File: config.mk
export PLATFORM = sky130hd
export DESIGN_NAME = or1200_ack_gate_mc
export DESIGN_NICKNAME = d
export VERILOG_FILES = /design/src/rtl/or1200_ack_gate_mc.sv
export SDC_FILE = /design/constraint.sdc
export NUM_CORES = 1
export LEC_CHECK = 0
export BUFFER_PORTS_ARGS = -buffer_cell sky130_fd_sc_hd__buf_2
export CAP_MARGIN = 20
export CORE_UTILIZATION = 62
export DETAILED_ROUTE_END_ITERATION = 10
export PLACE_DENSITY = 0.85
export SYNTH_ARGS = -nofsm -noshare
export SYNTH_HDL_FRONTEND = slang
export SYNTH_SLANG_ARGS = --single-unit
export TNS_END_PERCENT = 30
File: constraint.sdc
create_clock -name clk -period 2.7 [get_ports clk]
set_clock_uncertainty 0.15 [all_clocks]
set_input_delay 0.27 -clock clk [delete_from_list [all_inputs] [get_ports clk]]
set_output_delay 0.27 -clock clk [all_outputs]
set_load 0.02 [all_outputs]
File: src/rtl/or1200_ack_gate_mc.sv
// Per-channel ack holding gate: holds cache acks while unstall is low, then releases one per cycle.
// Optional sticky overflow flag enabled by defining OR1200_ACK_GATE_OVF_EN.
module or1200_ack_gate_mc #(
  parameter int unsigned NCH   = 4,
  parameter int unsigned DEPTH = 3
) (
  input  logic           clk,
  input  logic           rst,
  input  logic [NCH-1:0] ack_i,
  input  logic [NCH-1:0] unstall_i,
  input  logic           flush_i,
  output logic [NCH-1:0] ack_o,
  output logic [NCH-1:0] stall_o,
  output logic [NCH-1:0] ovf_o
);

  localparam int unsigned CW = $clog2(DEPTH + 1);

  localparam logic [1:0] ST_IDLE  = 2'd0;
  localparam logic [1:0] ST_WAIT  = 2'd1;
  localparam logic [1:0] ST_DRAIN = 2'd2;

  localparam logic [CW-1:0] CNT_MAX = CW'(DEPTH);
  localparam logic [CW-1:0] CNT_ONE = CW'(1);

  for (genvar g = 0; g < int'(NCH); g++) begin : g_ch
    logic [1:0]    state_q, state_d;
    logic [CW-1:0] cnt_q, cnt_d;
    logic [CW-1:0] cnt_rel;
    logic          ack_q, ack_d;
    logic          stall_q, stall_d;
    logic          full;
    logic          inc;

    // Full is judged on the pre-release count, so an ack at DEPTH is dropped even when releasing.
    always_comb begin
      full    = (cnt_q == CNT_MAX);
      inc     = ack_i[g] & ~full;
      cnt_rel = cnt_q - CNT_ONE + CW'(inc);
    end

    always_comb begin
      state_d = state_q;
      cnt_d   = cnt_q;
      ack_d   = 1'b0;
      stall_d = 1'b0;

      case (state_q)
        ST_IDLE: begin
          if (ack_i[g]) begin
            if (unstall_i[g]) begin
              ack_d = 1'b1;
            end else begin
              cnt_d   = CNT_ONE;
              stall_d = 1'b1;
              state_d = ST_WAIT;
            end
          end
        end
        ST_WAIT, ST_DRAIN: begin
          if (unstall_i[g]) begin
            ack_d   = 1'b1;
            cnt_d   = cnt_rel;
            state_d = (cnt_rel == '0) ? ST_IDLE : ST_DRAIN;
          end else begin
            stall_d = 1'b1;
            cnt_d   = cnt_q + CW'(inc);
            state_d = ST_WAIT;
          end
        end
        default: begin
          state_d = ST_IDLE;
          cnt_d   = '0;
        end
      endcase

      if (flush_i) begin
        state_d = ST_IDLE;
        cnt_d   = '0;
        ack_d   = 1'b0;
        stall_d = 1'b0;
      end
    end

    always_ff @(posedge clk or negedge rst) begin
      if (!rst) begin
        state_q <= ST_IDLE;
        cnt_q   <= '0;
        ack_q   <= 1'b0;
        stall_q <= 1'b0;
      end else begin
        state_q <= state_d;
        cnt_q   <= cnt_d;
        ack_q   <= ack_d;
        stall_q <= stall_d;
      end
    end

    assign ack_o[g]   = ack_q;
    assign stall_o[g] = stall_q;

`ifdef OR1200_ACK_GATE_OVF_EN
    logic ovf_q, ovf_d;

    // Sticky until flush or reset.
    always_comb begin
      ovf_d = ovf_q | (ack_i[g] & full);
      if (flush_i) begin
        ovf_d = 1'b0;
      end
    end

    always_ff @(posedge clk or negedge rst) begin
      if (!rst) begin
        ovf_q <= 1'b0;
      end else begin
        ovf_q <= ovf_d;
      end
    end

    assign ovf_o[g] = ovf_q;
`else
    assign ovf_o[g] = 1'b0;
`endif
  end

endmodule

==> PnR_summary.wiki, run 1 <==
{| class="wikitable"
! Metric !! Value
|-
| Outcome || finished clean
|-
| Clock tree from TritonCTS || done
|-
| Portion of the clock cycle consumed by the worst path in the final layout || 65.7%
|-
| Biggest cell delay along the critical path || 0.46 ns
|-
| Largest net degree at the start of global routing || 25
|-
| Stages on the worst setup path || 6
|-
| Setup_tns || 0 ns
|-
| Clock insertion delay at the later pin of the skew report || 0.31 ns
|-
| Number of buffer and inverter instances along the worst setup path || 0
|-
| Number of maximum-capacitance constraint violations || 0
|-
| Seq/Total Area, Yosys || 33.3%
|-
| Cell with the most instances on the worst path || sky130_fd_sc_hd__nand2_1
|-
| Synthesized cell area || 1810 um2
|-
| Remaining design rule violation count || 0
|-
| Pwr per Cell Area || 408 nW/um2
|-
| Layout cells sized above 1 || 15.7%
|-
| Total detailed-routing wirelength || 3270 um
|-
| First-pass GRT wire length || 5750 um
|-
| Clock H-tree levels || 1
|-
| Sort of element at the start of the critical path || register
|-
| Max rail drop VDD || 279 uV
|-
| Drt first-iter violations || 99
|-
| Category of the worst setup path capture point || register
|-
| Total count of hold-check failures in the final report || 0
|-
| Filler instances || 226
|-
| Clock-pin slew of the registers on the worst-case setup and hold paths || 0.13 ns
|-
| Max-slew violation count || 0
|-
| Cell breakdown of the critical path || nand2_1 -> nand2_1 -> ha_1 -> or2b_1 -> a211o_1 -> a21oi_1
|-
| Async set or reset register ratio after synthesis || 100%
|-
| Area of combinational cells with multiple inputs || 990 um2
|-
| Arr. time, crit path || 1.87 ns
|-
| Setup repair after global routing missed its margin || false
|-
| Vias in the first global route || 1361
|-
| P_leak || 0.862 nW
|-
| Half-perimeter wire length after placement || 2440 um
|-
| EDFF count, synth || 0
|-
| Area grow syn2layout || 1.94%
|-
| Kind of critical path || reg2reg
|-
| Num Clock Sinks || 24
|-
| Ports placed on the boundary || 23
|-
| Total CTS buffers || 3
|-
| Maximum achievable frequency || 564 MHz
|-
| R2R depth || 6
|-
| Crit-path max FO || 5
|-
| Bufs on Longest Clock Path || 2
|-
| Number of gates resized after CTS || 0
|-
| Ant. Diodes || 0
|-
| Critical Path Slowest Stage Cell || sky130_fd_sc_hd__dfrtp_1
|-
| Data required time of the worst path || 2.80 ns
|-
| Kind of cell with the highest combined delay on the critical path || flip-flops
|-
| Initial cell density of the core || 65.5%
|-
| All-Layer GR Usage || 22.6%
|-
| Storage element area || 601 um2
|-
| Number of vias per cell || 6.19
|-
| Final setup viols || 0
|-
| Residual antenna-violating net count after detailed routing || 0
|-
| Synth Flop Type || sky130_fd_sc_hd__dfrtp_1
|-
| Number of cells on the worst hold path || 2
|-
| Ys Warns || 0
|-
| Antenna violations before repair || 0
|-
| Clock root buffer master || sky130_fd_sc_hd__clkbuf_4
|-
| Die W || 56.0 um
|-
| Placeable core region || 2760 um2
|-
| Tightest Hold Check Type || in2reg
|-
| Nets@finish || 223
|-
| DR WL/cell || 14.7 um
|-
| Fraction of the core area covered by cells at the end of the flow || 66.7%
|-
| Number of placement rows || 19
|-
| RD Place Congestion || 0.903
|-
| Relative slew slack || 64.7%
|-
| Detailed-routing iteration count for the pre-antenna-repair pass || 4
|-
| Clock period minus final worst setup slack || 1.77 ns
|-
| Die height || 56.0 um
|-
| Gate count of the mapped netlist || 186
|-
| Port bufs || 18
|-
| Actual slew at the worst max-slew pin || 0.529 ns
|-
| Number of buffers inserted by post-CTS setup repair || 0
|-
| Vias post-DR || 1374
|-
| Die area || 3130 um2
|-
| Residual overflow from global routing || 0
|-
| Number of library cell types mapped by synthesis || 26
|-
| Synthesis-stage register bit count || 24
|-
| Average size of a mapped cell || 9.71 um2
|}
[metrics by stage]
stage,power (mW),setup slack (ns),cells,hold slack (ns),cell area [um2]
finish,0.750,0.927,222,0.0787,1840
global route,0.790,0.806,222,0.0706,1840
floorplan,0.532,1.08,189,-0.176,1820
CTS,0.752,0.925,222,0.0645,1840
global placement,0.556,1.01,217,0.128,1790
detailed placement,0.566,0.964,217,0.128,1790
[final cells by class]
cell class	count	share of cell area [%]
Clock buffer	4	1.97
Inverter	20	4.08
Timing Repair Buffer	19	5.44
Multi-Input combinational cell	124	53.8
Sequential cell	24	32.6
Tap cell	31	2.11
[state kept, by name, indices dropped and copies added (netlist names)]
name / count
g_ch.cnt_q: 8
g_ch.state_q: 8
g_ch.ack_q: 4
g_ch.stall_q: 4
[cells in the final DEF (no fill, tap or decap), drive strengths merged]
cell type	netlist	layout
dlygate4sd3	0	1
a2111o	11	11
conb	1	4
nand4b	4	4
a31oi	9	9
and4bb	3	3
or2b	1	1
nor4	8	8
dfrtp	24	24
nand3	11	11
or3	4	4
buf	19	18
inv	20	20
mux2i	7	7
a21oi	16	16
nand2b	9	9
ha	20	20
nand2	8	8
xnor2	4	4
a211o	1	1
nor2	3	3
nor4bb	1	1
clkbuf	2	4
[cell usage after synthesis, types with 7 or more instances]
cell type,count,area (um2)
sky130_fd_sc_hd__a2111o_1,11,124
sky130_fd_sc_hd__a21oi_1,16,80.1
sky130_fd_sc_hd__a31oi_1,9,56.3
sky130_fd_sc_hd__buf_4,12,90.1
sky130_fd_sc_hd__dfrtp_1,24,601
sky130_fd_sc_hd__ha_1,20,250
sky130_fd_sc_hd__inv_1,20,75.1
sky130_fd_sc_hd__mux2i_1,7,70.1
sky130_fd_sc_hd__nand2_1,8,30.0
sky130_fd_sc_hd__nand3_1,11,55.1
sky130_fd_sc_hd__nor4_1,8,50.1
[where the power goes]
part           switching [mW]  internal, mW  leakage (nW)  total, mW
Clock                   0.106        0.0825        0.0210      0.188
Sequential             0.0118         0.376         0.326      0.387
Combinational           0.109        0.0657         0.516      0.175
[cell families (layout without fill, tap and decap cells)]
family | count (synthesis) | in the layout | synth area share (%)
flip-flops | 24 | 24 | 33.3
AND/OR/NAND/NOR | 52 | 52 | 19.4
multiplexers | 7 | 7 | 3.88
other | 1 | 4 | 0.208
adder cells (fa/ha/maj) | 20 | 20 | 13.9
buffers and inverters | 41 | 43 | 12.5
AO/OA/AOI/OAI | 37 | 37 | 14.9
XOR/XNOR | 4 | 4 | 1.94
[final timing paths]
kind                                                 from                             end  slack, ns
max                          g_ch[0].cnt_q[1]$_DFFE_PN0P_    g_ch[0].cnt_q[0]$_DFFE_PN0P_       0.93
min                                          unstall_i[1]       g_ch[1].stall_q$_DFF_PN0_       0.08
max reg2reg                  g_ch[0].cnt_q[1]$_DFFE_PN0P_    g_ch[0].cnt_q[0]$_DFFE_PN0P_       0.93
min reg2reg                g_ch[0].state_q[1]$_DFFE_PN0P_  g_ch[0].state_q[1]$_DFFE_PN0P_       0.43
max in group asynchronous                             rst       g_ch[0].stall_q$_DFF_PN0_       1.75
min in group asynchronous                             rst  g_ch[3].state_q[0]$_DFFE_PN0P_       0.30
[metal layers]
| metal | vias up | wire (um) | GRT usage, % |
|---|---|---|---|
| li1 | 663 | - | - |
| met3 | 7 | 114 | 3.26 |
| met1 | 673 | 1470 | 28.0 |
| met5 | - | 0 | 0 |
| met2 | 31 | 1640 | 40.8 |
| met4 | 0 | 48 | 6.27 |
[worst register-to-register path: cells and delay by family (launching register included)]
kind,cells,cell delay [ns]
flops,1,0.46
compound gates,2,0.37
simple gates,3,0.41
fa+ha+maj,1,0.31
[timing repair]
action	in CTS	in global routing
endpoints found under the hold margin	24	0
hold buffers	1	0
setup endpoints to repair	0	0
No activity file was read; power rests on OpenSTA's default activity.
==> run 2, diff against run 1 <==
Settings changed: CORE_UTILIZATION 62 to 58, PLACE_DENSITY 0.85 to 0.8.
Clock period 2.7 ns to 1.85 ns, I/O delays scaled along.
==> run 2 against run 1 <==
  * The run now ends with design-rule violations left
  * Die area increased by 6.6%
  * Register-to-register slack got worse by 0.86 ns
  * Flip-flop and latch count stayed put
  * Fmax down 0.55%
  * Worst setup slack lost 0.86 ns
  * Critical path depth did not move
  * Clock-buffer cell count is 1 lower
  * Combinational power up 51%
  * Hold slack improved by 0.0021 ns
  * Clock power rose by 110%
  * Cell area increased by 4.3%
  * Highest routed layer unchanged
==> PnR_summary.wiki, run 2 (same netlist as run 1, synthesis figures left out) <==
{| class="wikitable"
! Metric !! Value
|-
| Outcome || finished, violations left
|-
| Violated checks || design-rule violations
|-
| Setup_tns || 0 ns
|-
| Routed wire length on met3 || 100 um
|-
| Nets@finish || 229
|-
| Relative slew slack || 64.8%
|-
| Port bufs || 18
|-
| Total count of hold-check failures in the final report || 0
|-
| Worst R2R Setup Slack || 0.07 ns
|-
| Residual overflow from global routing || 0
|-
| Final non-filler cell total || 228
|-
| Worst setup path end || g_ch[0].cnt_q[0]$_DFFE_PN0P_
|-
| Clock period minus final worst setup slack || 1.78 ns
|-
| Bufs on Longest Clock Path || 2
|-
| Biggest regs || g_ch.cnt_q x8, g_ch.state_q x8
|-
| Ant. Diodes || 0
|-
| Arr. time, crit path || 1.90 ns
|-
| Largest net degree at the start of global routing || 25
|-
| Clock tree from TritonCTS || done
|-
| Num Clock Sinks || 24
|-
| Setup repair after global routing missed its margin || false
|-
| Area of combinational cells with multiple inputs || 996 um2
|-
| Half-perimeter wire length after placement || 2460 um
|-
| Critical Path Slowest Stage Cell || sky130_fd_sc_hd__dfrtp_1
|-
| Ports placed on the boundary || 23
|-
| Portion of the clock cycle consumed by the worst path in the final layout || 96.4%
|-
| Die height || 57.8 um
|-
| Post-route cell area || 1920 um2
|-
| Kind of cell with the highest combined delay on the critical path || flip-flops
|-
| Tightest Hold Check Type || in2reg
|-
| Cell with the most instances on the worst path || sky130_fd_sc_hd__nand2_1
|-
| Clock insertion delay at the later pin of the skew report || 0.33 ns
|-
| Filler instances || 232
|-
| Final setup viols || 0
|-
| Vias in the first global route || 1397
|-
| Clock H-tree levels || 1
|-
| Most used cells in the layout excluding fill and tap cells || sky130_fd_sc_hd__dfrtp_1, sky130_fd_sc_hd__inv_1, sky130_fd_sc_hd__ha_1
|-
| Placeable core region || 2850 um2
|-
| Initial cell density of the core || 63.3%
|-
| Cell breakdown of the critical path || nand2_1 -> nand2_1 -> ha_1 -> or2b_1 -> a211o_1 -> a21oi_2
|-
| Die W || 57.8 um
|-
| Inst Count DP || 217
|-
| Reg-to-Reg End || g_ch[0].cnt_q[0]$_DFFE_PN0P_
|-
| First-pass GRT wire length || 6010 um
|-
| Vias post-DR || 1398
|-
| Detail Route met2 WL || 1810 um
|-
| Actual slew at the worst max-slew pin || 0.527 ns
|-
| Launching point of the worst reg2reg path || g_ch[0].cnt_q[1]$_DFFE_PN0P_
|-
| Max-slew violation count || 0
|-
| Clock root buffer master || sky130_fd_sc_hd__clkbuf_4
|-
| Antenna violations before repair || 0
|-
| Detailed-routing iteration count for the pre-antenna-repair pass || 9
|-
| P_leak || 0.894 nW
|-
| Layout cells sized above 1 || 17.8%
|-
| Total CTS buffers || 3
|-
| Number of vias per cell || 6.13
|-
| Number of maximum-capacitance constraint violations || 0
|-
| Kind of critical path || reg2reg
|-
| Die area || 3340 um2
|-
| Area grow syn2layout || 6.31%
|-
| Max rail drop VDD || 635 uV
|-
| DR WL/cell || 15.1 um
|-
| RD Place Congestion || 0.893
|-
| R2R depth || 6
|-
| Uppermost metal layer occupied by signal nets || met4
|-
| Data required time of the worst path || 1.97 ns
|-
| All-Layer GR Usage || 23.1%
|-
| Biggest cell delay along the critical path || 0.46 ns
|-
| Startpoint of the worst hold path || ack_i[1]
|-
| Most common library cell in the layout ignoring fill and taps || sky130_fd_sc_hd__dfrtp_1
|-
| Stages on the worst setup path || 6
|-
| Storage element area || 602 um2
|-
| Crit-path max FO || 5
|-
| Number of buffer and inverter instances along the worst setup path || 0
|-
| Maximum achievable frequency || 561 MHz
|-
| Number of placement rows || 19
|-
| Total detailed-routing wirelength || 3440 um
|-
| Area after detailed placement || 1790 um2
|-
| Drt first-iter violations || 47
|-
| CP Launch Point || g_ch[0].cnt_q[1]$_DFFE_PN0P_
|-
| Remaining design rule violation count || 1
|-
| Sort of element at the start of the critical path || register
|-
| Met1 routed wirelength after detailed routing || 1470 um
|-
| Category of the worst setup path capture point || register
|-
| Power consumption || 1.22 mW
|-
| Pwr per Cell Area || 635 nW/um2
|-
| Residual antenna-violating net count after detailed routing || 0
|-
| Final hold slack || 0.0808 ns
|-
| Clock-pin slew of the registers on the worst-case setup and hold paths || 0.14 ns
|}
## run 2: cell count changes in the layout (fill, tap and decap cells not counted)
| cell | before | now |
|---|---|---|
| sky130_fd_sc_hd__a21oi_1 | 16 | 15 |
| sky130_fd_sc_hd__dfrtp_1 | 24 | 23 |
| sky130_fd_sc_hd__dfrtp_2 | 0 | 1 |
| sky130_fd_sc_hd__ha_1 | 20 | 19 |
| sky130_fd_sc_hd__a21oi_2 | 0 | 1 |
| sky130_fd_sc_hd__clkbuf_8 | 1 | 0 |
| sky130_fd_sc_hd__bufinv_16 | 0 | 1 |
| sky130_fd_sc_hd__dlygate4sd3_1 | 1 | 5 |
| sky130_fd_sc_hd__ha_2 | 0 | 1 |
| sky130_fd_sc_hd__buf_4 | 0 | 2 |
## run 2: worst min-delay path by stage
stage / endpoint / slack (ns) / cells past startpoint
floorplan: g_ch[0].ack_q$_DFF_PN0_ / -0.26 / 0
global route: g_ch[1].state_q[1]$_DFFE_PN0P_ / 0.08 / 4
CTS: g_ch[1].state_q[1]$_DFFE_PN0P_ / 0.08 / 4
finish: g_ch[1].state_q[1]$_DFFE_PN0P_ / 0.08 / 4
detailed placement: g_ch[1].stall_q$_DFF_PN0_ / 0.05 / 1
global placement: g_ch[1].ack_q$_DFF_PN0_ / 0.05 / 1
## run 2: final cells by class
class                   instances  area share [%]
well taps                      31            2.02
repair buffers                 25            8.08
clock buffers                   3            1.17
inverters                      20            3.91
clock inverters                 1            1.56
flip-flops and latches         24            31.4
multi-input cells             124            51.9
## run 2: worst min-delay path: cells and delay by family
family | cells | cell delay [ns]
buffers and inverters | 1 | 0.13
and+or+nand+nor | 2 | 0.16
AOI/OAI and AO/OA | 1 | 0.06
## run 2: timing repair
action | in CTS | in global routing
buffers inserted | 0 | 2
resized for setup | 0 | 3
endpoints found under the setup margin | 0 | 3
hold buffers | 5 | 0
endpoints found under the hold margin | 28 | 0
## run 2: layer usage
metal	vias up	GRT usage (%)
met2	27	42.2
met3	7	5.58
met1	685	26.3
met4	0	8.16
li1	679	-
met5	-	0
## run 2: metrics by stage
stage / util [%] / setup WS [ns]
floorplan: - / 0.235
global placement: 62.9 / 0.163
detailed placement: 62.9 / 0.0637
CTS: 66.5 / 0.0576
global route: 67.3 / 0.00357
finish: 67.3 / 0.0668
## run 2: where the power goes
group / switching, mW / total, mW / internal [mW]
clock network: 0.171 / 0.390 / 0.219
registers: 0.0166 / 0.565 / 0.548
logic: 0.162 / 0.264 / 0.102
total: 0.349 / 1.22 / 0.870
